File: src/rtl/mem_bus_arbiter.sv
// Two-port (CPU / front panel) round-robin arbiter onto a single handshaked memory bus.
// One transfer at a time: IDLE -> XFER -> DONE -> TURN, with a timeout abort.
module mem_bus_arbiter #(
  parameter int TIMEOUT_CYCLES = 64,
  parameter int ADDR_W         = 12
) (
  input  logic              clk,
  input  logic              reset,
  input  logic              cpu_rd_req,
  input  logic              cpu_wr_req,
  input  logic [ADDR_W-1:0] cpu_addr,
  input  logic [ADDR_W-1:0] cpu_wdata,
  input  logic              cpu_read_type,
  output logic              cpu_done,
  output logic [ADDR_W-1:0] cpu_rdata,
  input  logic              fp_rd_req,
  input  logic              fp_wr_req,
  input  logic [ADDR_W-1:0] fp_addr,
  input  logic [ADDR_W-1:0] fp_wdata,
  output logic              fp_done,
  output logic [ADDR_W-1:0] fp_rdata,
  output logic              read_enable,
  output logic              write_enable,
  output logic [ADDR_W-1:0] address,
  output logic [ADDR_W-1:0] write_data,
  output logic              read_type,
  input  logic [ADDR_W-1:0] read_data,
  input  logic              mem_finished,
  output logic              owner,
  output logic              xfer_err
);

  localparam int CNT_W = $clog2(TIMEOUT_CYCLES + 1);

  localparam logic [1:0] S_IDLE = 2'd0;
  localparam logic [1:0] S_XFER = 2'd1;
  localparam logic [1:0] S_DONE = 2'd2;
  localparam logic [1:0] S_TURN = 2'd3;

  logic [1:0]        state_q, state_d;
  logic              win_q, win_d;
  logic              owner_q, owner_d;
  logic [ADDR_W-1:0] addr_q, addr_d;
  logic [ADDR_W-1:0] wdata_q, wdata_d;
  logic              rtype_q, rtype_d;
  logic              rd_en_q, rd_en_d;
  logic              wr_en_q, wr_en_d;
  logic              perr_q, perr_d;
  logic [CNT_W-1:0]  cnt_q, cnt_d;
  logic              cpu_done_q, cpu_done_d;
  logic              fp_done_q, fp_done_d;
  logic              err_q, err_d;
  logic [ADDR_W-1:0] cpu_rdata_q, cpu_rdata_d;
  logic [ADDR_W-1:0] fp_rdata_q, fp_rdata_d;

  logic cpu_any, fp_any, win_fp, sel_rd, sel_wr;

  // On a tie the port that did not win last time gets the bus.
  assign cpu_any = cpu_rd_req | cpu_wr_req;
  assign fp_any  = fp_rd_req | fp_wr_req;
  assign win_fp  = fp_any & (~cpu_any | ~owner_q);
  assign sel_rd  = win_fp ? fp_rd_req : cpu_rd_req;
  assign sel_wr  = win_fp ? fp_wr_req : cpu_wr_req;

  always_comb begin
    state_d     = state_q;
    win_d       = win_q;
    owner_d     = owner_q;
    addr_d      = addr_q;
    wdata_d     = wdata_q;
    rtype_d     = rtype_q;
    rd_en_d     = rd_en_q;
    wr_en_d     = wr_en_q;
    perr_d      = perr_q;
    cnt_d       = cnt_q;
    cpu_done_d  = 1'b0;
    fp_done_d   = 1'b0;
    err_d       = 1'b0;
    cpu_rdata_d = cpu_rdata_q;
    fp_rdata_d  = fp_rdata_q;
    case (state_q)
      S_IDLE: begin
        if (cpu_any | fp_any) begin
          win_d   = win_fp;
          owner_d = win_fp;
          addr_d  = win_fp ? fp_addr : cpu_addr;
          wdata_d = win_fp ? fp_wdata : cpu_wdata;
          wr_en_d = sel_wr;
          rd_en_d = ~sel_wr;
          rtype_d = sel_wr ? 1'b0 : (win_fp | cpu_read_type);
          perr_d  = sel_rd & sel_wr;
          cnt_d   = '0;
          state_d = S_XFER;
        end
      end
      S_XFER: begin
        if (mem_finished || (cnt_q == CNT_W'(TIMEOUT_CYCLES - 1))) begin
          rd_en_d    = 1'b0;
          wr_en_d    = 1'b0;
          cpu_done_d = ~win_q;
          fp_done_d  = win_q;
          err_d      = ~mem_finished | perr_q;
          if (win_q) fp_rdata_d  = mem_finished ? read_data : '0;
          else       cpu_rdata_d = mem_finished ? read_data : '0;
          state_d    = S_DONE;
        end else begin
          cnt_d = cnt_q + 1'b1;
        end
      end
      S_DONE:  state_d = S_TURN;
      default: state_d = S_IDLE;
    endcase
  end

  always_ff @(posedge clk or posedge reset) begin
    if (reset) begin
      state_q     <= S_IDLE;
      win_q       <= 1'b0;
      owner_q     <= 1'b1;
      addr_q      <= '0;
      wdata_q     <= '0;
      rtype_q     <= 1'b0;
      rd_en_q     <= 1'b0;
      wr_en_q     <= 1'b0;
      perr_q      <= 1'b0;
      cnt_q       <= '0;
      cpu_done_q  <= 1'b0;
      fp_done_q   <= 1'b0;
      err_q       <= 1'b0;
      cpu_rdata_q <= '0;
      fp_rdata_q  <= '0;
    end else begin
      state_q     <= state_d;
      win_q       <= win_d;
      owner_q     <= owner_d;
      addr_q      <= addr_d;
      wdata_q     <= wdata_d;
      rtype_q     <= rtype_d;
      rd_en_q     <= rd_en_d;
      wr_en_q     <= wr_en_d;
      perr_q      <= perr_d;
      cnt_q       <= cnt_d;
      cpu_done_q  <= cpu_done_d;
      fp_done_q   <= fp_done_d;
      err_q       <= err_d;
      cpu_rdata_q <= cpu_rdata_d;
      fp_rdata_q  <= fp_rdata_d;
    end
  end

  assign read_enable  = rd_en_q;
  assign write_enable = wr_en_q;
  assign address      = addr_q;
  assign write_data   = wdata_q;
  assign read_type    = rtype_q;
  assign owner        = owner_q;
  assign cpu_done     = cpu_done_q;
  assign fp_done      = fp_done_q;
  assign cpu_rdata    = cpu_rdata_q;
  assign fp_rdata     = fp_rdata_q;
  assign xfer_err     = err_q;

endmodule

File: config.mk
export PLATFORM = sky130hd
export DESIGN_NAME = mem_bus_arbiter
export DESIGN_NICKNAME = d
export VERILOG_FILES = /design/src/rtl/mem_bus_arbiter.sv
export SDC_FILE = /design/constraint.sdc
export NUM_CORES = 1
export LEC_CHECK = 0
export ABC_AREA = 1
export CAP_MARGIN = 30
export CORE_ASPECT_RATIO = 2
export CORE_MARGIN = 2
export CORE_UTILIZATION = 48
export CTS_CLUSTER_SIZE = 30
export DETAILED_ROUTE_END_ITERATION = 6
export PLACE_DENSITY = 0.86
export SLEW_MARGIN = 25
export SYNTH_ARGS = -nofsm -noshare
export SYNTH_HDL_FRONTEND = slang
export SYNTH_SLANG_ARGS = --single-unit
File: constraint.sdc
create_clock -name clk -period 5.7 [get_ports clk]
set_clock_uncertainty 0.2 [all_clocks]
set_input_delay 0.855 -clock clk [delete_from_list [all_inputs] [get_ports clk]]
set_output_delay 0.855 -clock clk [all_outputs]
set_load 0.03 [all_outputs]
Word-level counts from Yosys, hierarchy flattened
Cells that the tools add are included.

storage, ports and cells
  flip-flop bits (word level) = 66
  input port bits = 68
  output and inout bits = 55
  word-level logic and storage cells = 67

cells by class
  add/subtract/negate cells = 1
  eq/ne operators = 6
  mux-type cells = 23
  bitwise operators = 13
  reduce and logical (&&, ||, !) cells = 9

operators by type and width
  kind                                            count
  two-way mux 12 bit                              3
  two-way mux 7 bit                               2
  one-hot mux 7 bit (2 select lines)              1
  two-way mux 1 bit                               12
  AND reduction 3 bit                             4
  adder 7 x 1 -> 7 bit (second input constant)    1
  == test 7 x 6 -> 1 bit (second input constant)  1
  inequality test 2 bit (second input constant)   3
  bitwise OR 1 bit                                6
  one-hot mux 2 bit (3 select lines)              1
  NOT 1 bit                                       5
  two-way mux 2 bit                               2
  one-hot mux 1 bit (2 select lines)              2
  AND reduction 2 bit                             2
  bitwise AND 1 bit                               2
  == test 2 x 1 -> 1 bit (second input constant)  1
  == test 2 bit (second input constant)           1
  zero test 2 bit                                 1
  nonzero test 2 bit                              1
  logical OR 1 bit                                1

Depth between registers and ports, before layout
  depth after elaboration = 8
  mapped depth = 9
  mapped depth without buffers = 9

Worst setup path before layout
OpenSTA, ideal clock, no wires.

  path kind = input port to flip-flop
  start = in fp_rd_req
  end = reg addr_q[0] (netlist: address[0])
  setup time = 124 ps
  arrival time = 1,577 ps
  required time = 5,376 ps
  slack = 3,799 ps
  cell stages on the path = 8
  buffers on the path = 2
  cells stage by stage = inv_1 -> nand2_1 -> nor3_1 -> nor2_1 -> buf_2 -> buf_4 -> o211ai_1 -> nand2_1

on the way
  cells in the longest elaborated chain, start to end = 3
  elaborated cells between the ends (all ways) = 5
  those cells by class = 1 x mux; 3 x bitwise; 1 x reduce/logical

RTL lines
  what                                                              line    text
  from (decl)                                                       16      input logic fp_rd_req,
  bitwise OR 1 bit (*)                                              60      assign fp_any = fp_rd_req | fp_wr_req;
  bitwise AND 1 bit / bitwise OR 1 bit (equally long branches)      61, 83
  two-way mux 12 bit / AND reduction 2 bit (equally long branches)  --
  to (signal assigned)                                              136     addr_q <= addr_d;
  to (decl)                                                         43      logic [ADDR_W-1:0] addr_q, addr_d;

Mark *: on every way between the ends. The rest lies on a longest branch, timed or not.
A chain may end at the register's enable or synchronous reset.

Worst setup path after layout
  start = in fp_rd_req
  end = reg addr_q[4] (netlist: address[4])

The elaborated chain is that of the path after synthesis.

==> results by group <==
Outcome
  • Outcome: finished clean

Power
  • Power density over cell area: ~570 nW/um^2
  • LEAKAGE: ~2.3 nW
  • VDD IR max: 0.319 mV
  • Total power: roughly 2.7 mW

Global routing
  • Largest net degree at the start of global routing: 67
  • Total congestion overflow: 0
  • Vias in the first global route: around 3000
  • Total GRT Usage: 24.4%
  • First-pass GRT wire length: 13300 um
  • Antenna violations before repair: 0

Layout
  • Ant. Diodes: 0
  • Multi-input gate area: 1310 um^2
  • Filler cells: around 500
  • Most common cell after layout, fill and taps aside: nand2_1
  • Nets: 579
  • Most frequent cells in the layout: nand2_1, clkdlybuf4s50_1, dfrtp_1, inv_1, o211ai_1
  • Register area: 1650 um^2
  • Area grow syn2layout: 47.7%
  • Layout Utilization: about 73%
  • Fraction of layout cells with a size suffix above 1: 9.41%

Critical path
  • Critical Path RT: 5.69 ns
  • Startpoint Class: input port
  • Crit Path Class: input port to flop
  • Crit path arrival time: 2.90 ns
  • Maximum fanout along the worst path: 29
  • Reg2Reg Depth: 8
  • Endpoint kind of the worst setup timing path: flop

Die
  • Die ar.: 7440 um^2
  • Die span in y: 120 um
  • Core ar.: around 6600 um^2
  • Floorplan row count: 42
  • Ports: 123
  • Die Wd: roughly 62 um
  • Initial core utilization: 49.2%

STA
  • Final TNS setup: 0 ns
  • Fin crit share: around 51%
  • Setup violators final: 0
  • Hold Fails Final Rpt: 0
  • RSZ-0062 raised after global routing: no
  • Max Clock Freq: 343 MHz
  • Final Max Slew Viols: 0
  • Relative slew slack: 45.6%
  • Hold slack final: 0.273 ns
  • Period minus WS final: 2.91 ns
  • Slew @ Worst Pin: 0.816 ns

Routing
  • Routed Antenna Nets: 0
  • Vias after detailed routing: 2919
  • Drt pass-1 iters: 4
  • Post-route DRC: 0
  • Initial DRC Count: between 150 and 200
  • Drt total wl: about 8300 um
  • Mean routed wirelength per cell: 13.9 um
  • Vias/cell: 4.88

Yosys
  • Syn. warnings: 0
  • Flops & latches, synth: 66
  • Syn Nets: approximately 460
  • Cell count after synthesis: 385
  • Post-synthesis sequential area ratio: 51.2%
  • Mapped Area: roughly 3200 um^2
  • Cell variety after synth: 31
  • Syn avg cell area: 8.39 um^2

Clock network
  • Post-CTS setup buffer count: 0
  • # H-tree levels: 3
  • TritonCTS clock tree: built
  • Hold buffers post-CTS: 0
  • CTS Buffer Depth: 2
  • PostCTS Resize Cnt: 0
  • CTS sink count: 66
  • Worst-Skew Late Latency: ~0.32 ns
  • Clk slew on worst S/H paths: 0.05 ns
  • Root Driver: clkbuf_16
  • CTS Buf Count: 9

Hold path
  • Hold crit path type: flop to flop
  • Hold path depth: 2

Placement
  • GP Congestion: 0.860
  • HPWL Detailed: ~6000 um
  • Port buffer count: 122

Run
  • Max-cap check violation count: 0
-- power breakdown --
group / switching [mW] / internal (mW) / leakage, nW
clock: 0.184 / 0.346 / 0.142
sequential: 0.122 / 0.673 / 0.842
combinational: 0.847 / 0.527 / 1.32
total: 1.15 / 1.55 / 2.31
-- path summary, 6_finish.rpt --
check                                       start                 endpoint  slack (ns)
hold reg to reg            address[6]$_DFFE_PP0P_   address[6]$_DFFE_PP0P_        0.27
min in group asynchronous                   reset     cnt_q[4]$_DFFE_PP0P_        0.90
setup / recovery                        fp_rd_req   address[4]$_DFFE_PP0P_        2.79
setup reg to reg           state_q[0]$_DFFE_PP0P_   address[4]$_DFFE_PP0P_        3.22
max in group asynchronous                   reset  read_enable$_DFFE_PP0P_        3.87
hold / removal             address[6]$_DFFE_PP0P_   address[6]$_DFFE_PP0P_        0.27
-- layer usage --
layer  GRT usage [%]  wire length, um  up-vias  part of all wire, %
met2            41.7             4600       92                   55
met5               0                0        -                    0
li1                -                -     1456                    -
met4            14.4              425        0                  5.1
met1            25.7             2970     1341                   36
met3            5.06              307       30                  3.7
-- critical path: stages --
cell             delay (ns)
clkdlybuf4s50_1        0.53
inv_1                  0.05
nand2_1                0.08
nor3_1                 0.06
nor2_2                 0.08
buf_4                  0.29
clkinv_1               0.60
nand2_1                0.25
nand2_1                0.09
-- final cells by class --
| cell class | instances | area share, % |
|---|---|---|
| flip-flops and latches | 66 | 34.6 |
| multi-input cells | 259 | 27.4 |
| repair buffers | 125 | 26.1 |
| clock buffers | 12 | 5.17 |
| inverters | 45 | 3.57 |
| well taps | 88 | 2.31 |
| clock inverters | 3 | 0.839 |
-- per-stage QoR --
stage,area [um^2],cells,setup slack [ns]
3_3_place_gp,4480,583,2.55
4_1_cts,4770,598,2.78
6_report,4770,598,2.79
3_5_place_dp,4480,583,2.48
2_1_floorplan,3230,385,2.99
5_1_grt,4770,598,2.59
-- cell usage after synthesis --
cell | n | area [um^2]
nor2_2 | 1 | 6.26
buf_2 | 4 | 20.0
o21ai_0 | 5 | 25.0
inv_1 | 42 | 158
dfstp_2 | 1 | 26.3
clkbuf_1 | 3 | 11.3
nand4_1 | 1 | 6.26
a21oi_1 | 1 | 5.00
o21ai_2 | 21 | 184
clkinv_2 | 1 | 5.00
nor3b_1 | 1 | 7.51
nand2_2 | 1 | 6.26
clkbuf_8 | 1 | 13.8
nand3_1 | 9 | 45.0
nand2_1 | 162 | 608
nand3_4 | 2 | 35.0
buf_1 | 2 | 7.51
a21boi_0 | 1 | 7.51
o211ai_1 | 24 | 180
o21bai_1 | 1 | 7.51
nor2_1 | 13 | 48.8
buf_6 | 3 | 33.8
nor3_1 | 1 | 5.00
o21ai_1 | 7 | 35.0
inv_2 | 1 | 3.75
ha_1 | 5 | 62.6
nand2_4 | 2 | 22.5
clkinv_1 | 1 | 3.75
dfrtp_1 | 65 | 1630
buf_4 | 2 | 15.0
nand3b_1 | 1 | 7.51
-- logic make-up (layout without fill, tap and decap cells) --
group                      Yosys count  count (layout)  share of synthesized area, %
buffers and inverters               60             185                          8.41
adders and majority gates            5               5                          1.94
AOI/OAI and AO/OA                   60              60                          13.8
and+or+nand+nor                    194             194                          24.7
DFF                                 66              66                          51.2
-- flip-flops by register name, indices dropped and copies added, names as in the netlist --
signal and count:
address 12, cpu_rdata 12, fp_rdata 12, write_data 12, cnt_q 7, state_q 2
cpu_done 1, fp_done 1, owner 1, perr_q 1, read_enable 1, read_type 1
win_q 1, write_enable 1, xfer_err 1
Note: power is estimated with default switching activity, not from simulation.
==> patch 1 (config.mk and constraints unchanged) <==
`addr_q`, `wdata_q`, `cpu_rdata_q` and `fp_rdata_q` no longer have a reset.
--- a/src/rtl/mem_bus_arbiter.sv
+++ b/src/rtl/mem_bus_arbiter.sv
@@ -117,8 +117,6 @@
       state_q     <= S_IDLE;
       win_q       <= 1'b0;
       owner_q     <= 1'b1;
-      addr_q      <= '0;
-      wdata_q     <= '0;
       rtype_q     <= 1'b0;
       rd_en_q     <= 1'b0;
       wr_en_q     <= 1'b0;
@@ -127,14 +125,10 @@
       cpu_done_q  <= 1'b0;
       fp_done_q   <= 1'b0;
       err_q       <= 1'b0;
-      cpu_rdata_q <= '0;
-      fp_rdata_q  <= '0;
     end else begin
       state_q     <= state_d;
       win_q       <= win_d;
       owner_q     <= owner_d;
-      addr_q      <= addr_d;
-      wdata_q     <= wdata_d;
       rtype_q     <= rtype_d;
       rd_en_q     <= rd_en_d;
       wr_en_q     <= wr_en_d;
@@ -143,9 +137,14 @@
       cpu_done_q  <= cpu_done_d;
       fp_done_q   <= fp_done_d;
       err_q       <= err_d;
-      cpu_rdata_q <= cpu_rdata_d;
-      fp_rdata_q  <= fp_rdata_d;
     end
+  end
+
+  always_ff @(posedge clk) begin
+    addr_q      <= addr_d;
+    wdata_q     <= wdata_d;
+    cpu_rdata_q <= cpu_rdata_d;
+    fp_rdata_q  <= fp_rdata_d;
   end
 
   assign read_enable  = rd_en_q;
Check against the original RTL: not equivalent (Yosys sat finds a counterexample within 4 cycles, from zero or initial values and one cycle with reset high).
==> patch 1 against the original RTL <==
  * Routed wire length decreased by 8.6%
  * Setup slack improved by 40 ps
  * Synthesized cell count decreased by 26%
  * Area after synthesis decreased by 10%
  * Non-clock buffer count decreased by 2
  * Critical endpoint is now address[10]
  * Sequential power decreased by 6.7%
  * Cell area decreased by 6.6%
  * Combinational power decreased by 42%
  * Critical path depth decreased by 4
  * Sequential cell count unchanged
  * First-iteration DRC count increased by 5.0%
  * Critical path type unchanged
  * Total power decreased by 25%
  * Die area decreased by 9.5%
==> patch 1: results (changes against the original RTL) <==
Placement
  • Pre-CTS setup slack: 2260 ps (-227 ps)
  • Post-DP Area: 4180 um^2 (-6.8%)
  • # placed instances: 464 (-20%)

Critical path
  • R2r setup slk: 3420 ps (+200 ps)
  • Worst EP arrival: 2740 ps (-160 ps)
  • Delay-heaviest family, CP: simple AND/OR/NAND/NOR gates
  • Worst r2r path cells: 7 (-1)
  • RR Startpoint: cnt_q[0]
  • Crit path launch: cpu_wr_req
  • Critical-path top delay cell: o21ai_4
  • Reg2reg end: cpu_rdata[2]
  • Worst setup path end: address[10]
  • Maximum fanout along the worst path: 28 (-3.4%)

Route
  • Drt wl/cell: 15.8 um (+14%)
  • Number of DRC markers in iteration 0: 188 (+5.0%)

Synth
  • Synth Flop Type: edfxtp_1
  • Yosys cell types: 28 (-9.7%)
  • FFs w/ async S/R, synth: 27.3% (-73 points)
  • Top post-synthesis cells by area: edfxtp_1 50%, dfrtp_1 15%, nand2_1 14%
  • Commonest cells in the netlist: 108 x nand2_1, 48 x edfxtp_1, 32 x nand3_1
  • Cells after Synth: 285 (-26%)
  • Mapped Nets: 358 (-22%)
  • Seq/Total Area, Yosys: 65.1% (+14 points)
  • EDFF count, synth: 48 (+48)
  • Synth Area in XOR/XNOR: 0.301% (+0.30 points)

Global routing
  • Total track usage: 23.4% (-0.97 points)
  • First-pass GRT wire length: 11.8 mm (-11%)
  • Vias in the first global route: 2431 (-18%)

Hold path
  • Worst hold endpoint: write_enable
  • HP Start: write_enable

Status
  • Outcome: completed

Final layout
  • Final cell count without fillers: 480 (-20%)
  • Layout cell share with drive strength beyond 1: 8.39% (-1.0 points)

Timing
  • Relative slew slack: 52.2% (+6.6 points)
  • Worst hold slack: 293 ps (+19.7 ps)

Pwr
  • Leakage: 1.95 nW (-15%)
## patch 1: cell types whose count changed after synthesis, moves of 16 or more
cell | before | now
dfrtp_1 | 65 | 17
edfxtp_1 | 0 | 48
inv_1 | 42 | 26
nand2_1 | 162 | 108
nand3_1 | 9 | 32
o211ai_1 | 24 | 0
o21ai_2 | 21 | 0
## patch 1: where the power goes
group	internal, W	total (W)	switching (W)	leakage [nW]
combinational	0.000294	0.000791	0.000497	1.15
sequential	0.000684	0.000742	0.0000583	0.686
clock	0.000294	0.000493	0.000200	0.121
## patch 1: routing by layer
layer,up-vias,routed length (um),track usage (%)
li1,1187,-,-
met1,1169,2990,29.4
met2,116,3910,39.1
met3,12,541,4.18
met4,0,140,9.55
met5,-,0,0
## patch 1: cell type report
class | instances | area, um^2
Multi-Input combinational cell | 182 | 871
Timing Repair Buffer | 123 | 1230
Fill cell | 405 | 1450
Clock buffer | 10 | 229
Sequential cell | 66 | 1890
Tap cell | 63 | 78.8
Clock inverter | 6 | 43.8
Inverter | 30 | 113
==> patch 2 (same flow settings) <==
Made on the original files. `ADDR_W`: 12 -> 11.
--- a/src/rtl/mem_bus_arbiter.sv
+++ b/src/rtl/mem_bus_arbiter.sv
@@ -2,7 +2,7 @@
 // One transfer at a time: IDLE -> XFER -> DONE -> TURN, with a timeout abort.
 module mem_bus_arbiter #(
   parameter int TIMEOUT_CYCLES = 64,
-  parameter int ADDR_W         = 12
+  parameter int ADDR_W         = 11
 ) (
   input  logic              clk,
   input  logic              reset,
Ports: changed (9 resized); port bits go from 123 to 114. No check against the original RTL was run, so the function may have changed too.
==> patch 2 against the original RTL <==
  * Routed wire length fell by 7.7%
  * Total power fell by 5.7%
  * Die area fell by 8.2%
  * Area after synthesis fell by 8.6%
  * Sequential cell count fell by 4
  * Setup slack improved by 280 ps
  * Clock power rose by 2%
  * Cell area fell by 7.4%
==> patch 2: results (changes against the original RTL) <==
Status
  • Outcome: completed

Global routing
  • First-pass GRT wire length: 12.5 mm (-5.8%)
  • Vias in the first global route: 2756 (-7.1%)
  • GR Layer Usage met1: 24.6% (-1.1 points)
  • Initial antenna violation count: 0 (unchanged)
  • M3 GR Usage: 6.07% (+1.0 points)
  • Largest net degree at the start of global routing: 63 (-6.0%)
  • Met2 global-route usage: 43.4% (+1.7 points)
  • Total track usage: 24.5% (+0.096 points)

Critical path
  • Maximum fanout along the worst path: 3 (-90%)
  • Worst setup path end: owner
  • Delay-heaviest family, CP: buffers and inverters
  • Worst EP arrival: 1580 ps (-1320 ps)
  • Critical-path top delay cell: clkdlybuf4s50_1
  • R2r setup slk: 3720 ps (+500 ps)
  • Crit path launch: owner
  • Reg2reg end: address[3]
  • Worst r2r path cells: 7 (-1)
  • CP max stage delay: 690 ps (+90 ps)

Synth
  • Top post-synthesis cells by area: dfrtp_1 52%, nand2_1 16%, o21ai_2 6.5%
  • Synth Area in XOR/XNOR: 0% (unchanged)
  • Syn_area_per_cell: 8.65 um^2 (+3.1%)
  • Commonest cells in the netlist: 127 x nand2_1, 61 x dfrtp_1, 33 x nor2_1
  • Yosys cell types: 28 (-9.7%)
  • Complex-gate fraction of the synthesized area: 13.7% (-0.056 points)
  • Adder-cell share of the synthesized area: 2.12% (+0.18 points)
  • Seq/Total Area, Yosys: 52.6% (+1.4 points)
  • Mux cell area share after synthesis: 0% (unchanged)
  • Mapped Nets: 409 (-11%)

Route
  • Total routed wirelength: 7.65 mm (-7.7%)
  • Via count: 2733 (-6.4%)
  • Met2 wire length: 4.31 mm (-6.1%)
  • Metal1 wirelength: 2.66 mm (-10%)
  • Met3 wire length: 360 um (+17%)
  • Number of DRC markers in iteration 0: 97 (-46%)
  • Drt wl/cell: 14.7 um (+5.7%)

Hold path
  • HP Start: fp_rdata[7]
  • Worst hold endpoint: fp_rdata[7]

Final layout
  • Layout cell share with drive strength beyond 1: 12.2% (+2.8 points)
  • N_diodes: 0 (unchanged)
  • Final net count: 522 (-9.8%)

CTS
  • Setup bufs post-CTS: 0 (unchanged)
  • CTS buffer count: 9 (unchanged)

Pwr
  • P_comb: 0.00126 W (-8%)
  • Pint: 0.00149 W (-3.8%)
  • Leakage: 2.02 nW (-13%)
  • Worst VDD drop: 0.000369 V (+16%)
  • Seq. pwr: 0.000746 W (-6.2%)

Timing
  • Worst hold slack: 284 ps (+10.6 ps)
  • Relative slew slack: 48.4% (+2.8 points)

Placement
  • Placer Congestion: 0.853 (-0.83%)
  • IO buf count: 113 (-7.4%)
  • # placed instances: 506 (-13%)
  • DP HPWL: 5.67 mm (-7.0%)
[patch 2: final cells by class]
cell class              count  area (um^2)
clock inverters             4         45.0
fillers                   433         1540
clock buffers              12          256
multi-input cells         244         1230
flip-flops and latches     62         1550
well taps                  63         78.8
repair buffers            116         1170
inverters                  21         80.1
[patch 2: stage by stage]
stage / cell area [um^2] / power [W] / setup WS, ps / utilization, %
after floorplan: 2950 / 0.00151 / 3110 / -
after global placement: 4090 / 0.00195 / 2820 / 68.7
after detailed placement: 4120 / 0.00201 / 2840 / 69.1
after CTS: 4420 / 0.00256 / 3060 / 74.2
after global routing: 4420 / 0.00269 / 3050 / 74.2
final: 4420 / 0.00255 / 3060 / 74.2
[patch 2: kinds of logic after synthesis]
group	after synthesis
simple gates	182
buf+inv	35
compound gates	57
fa+ha+maj	5
flops	62
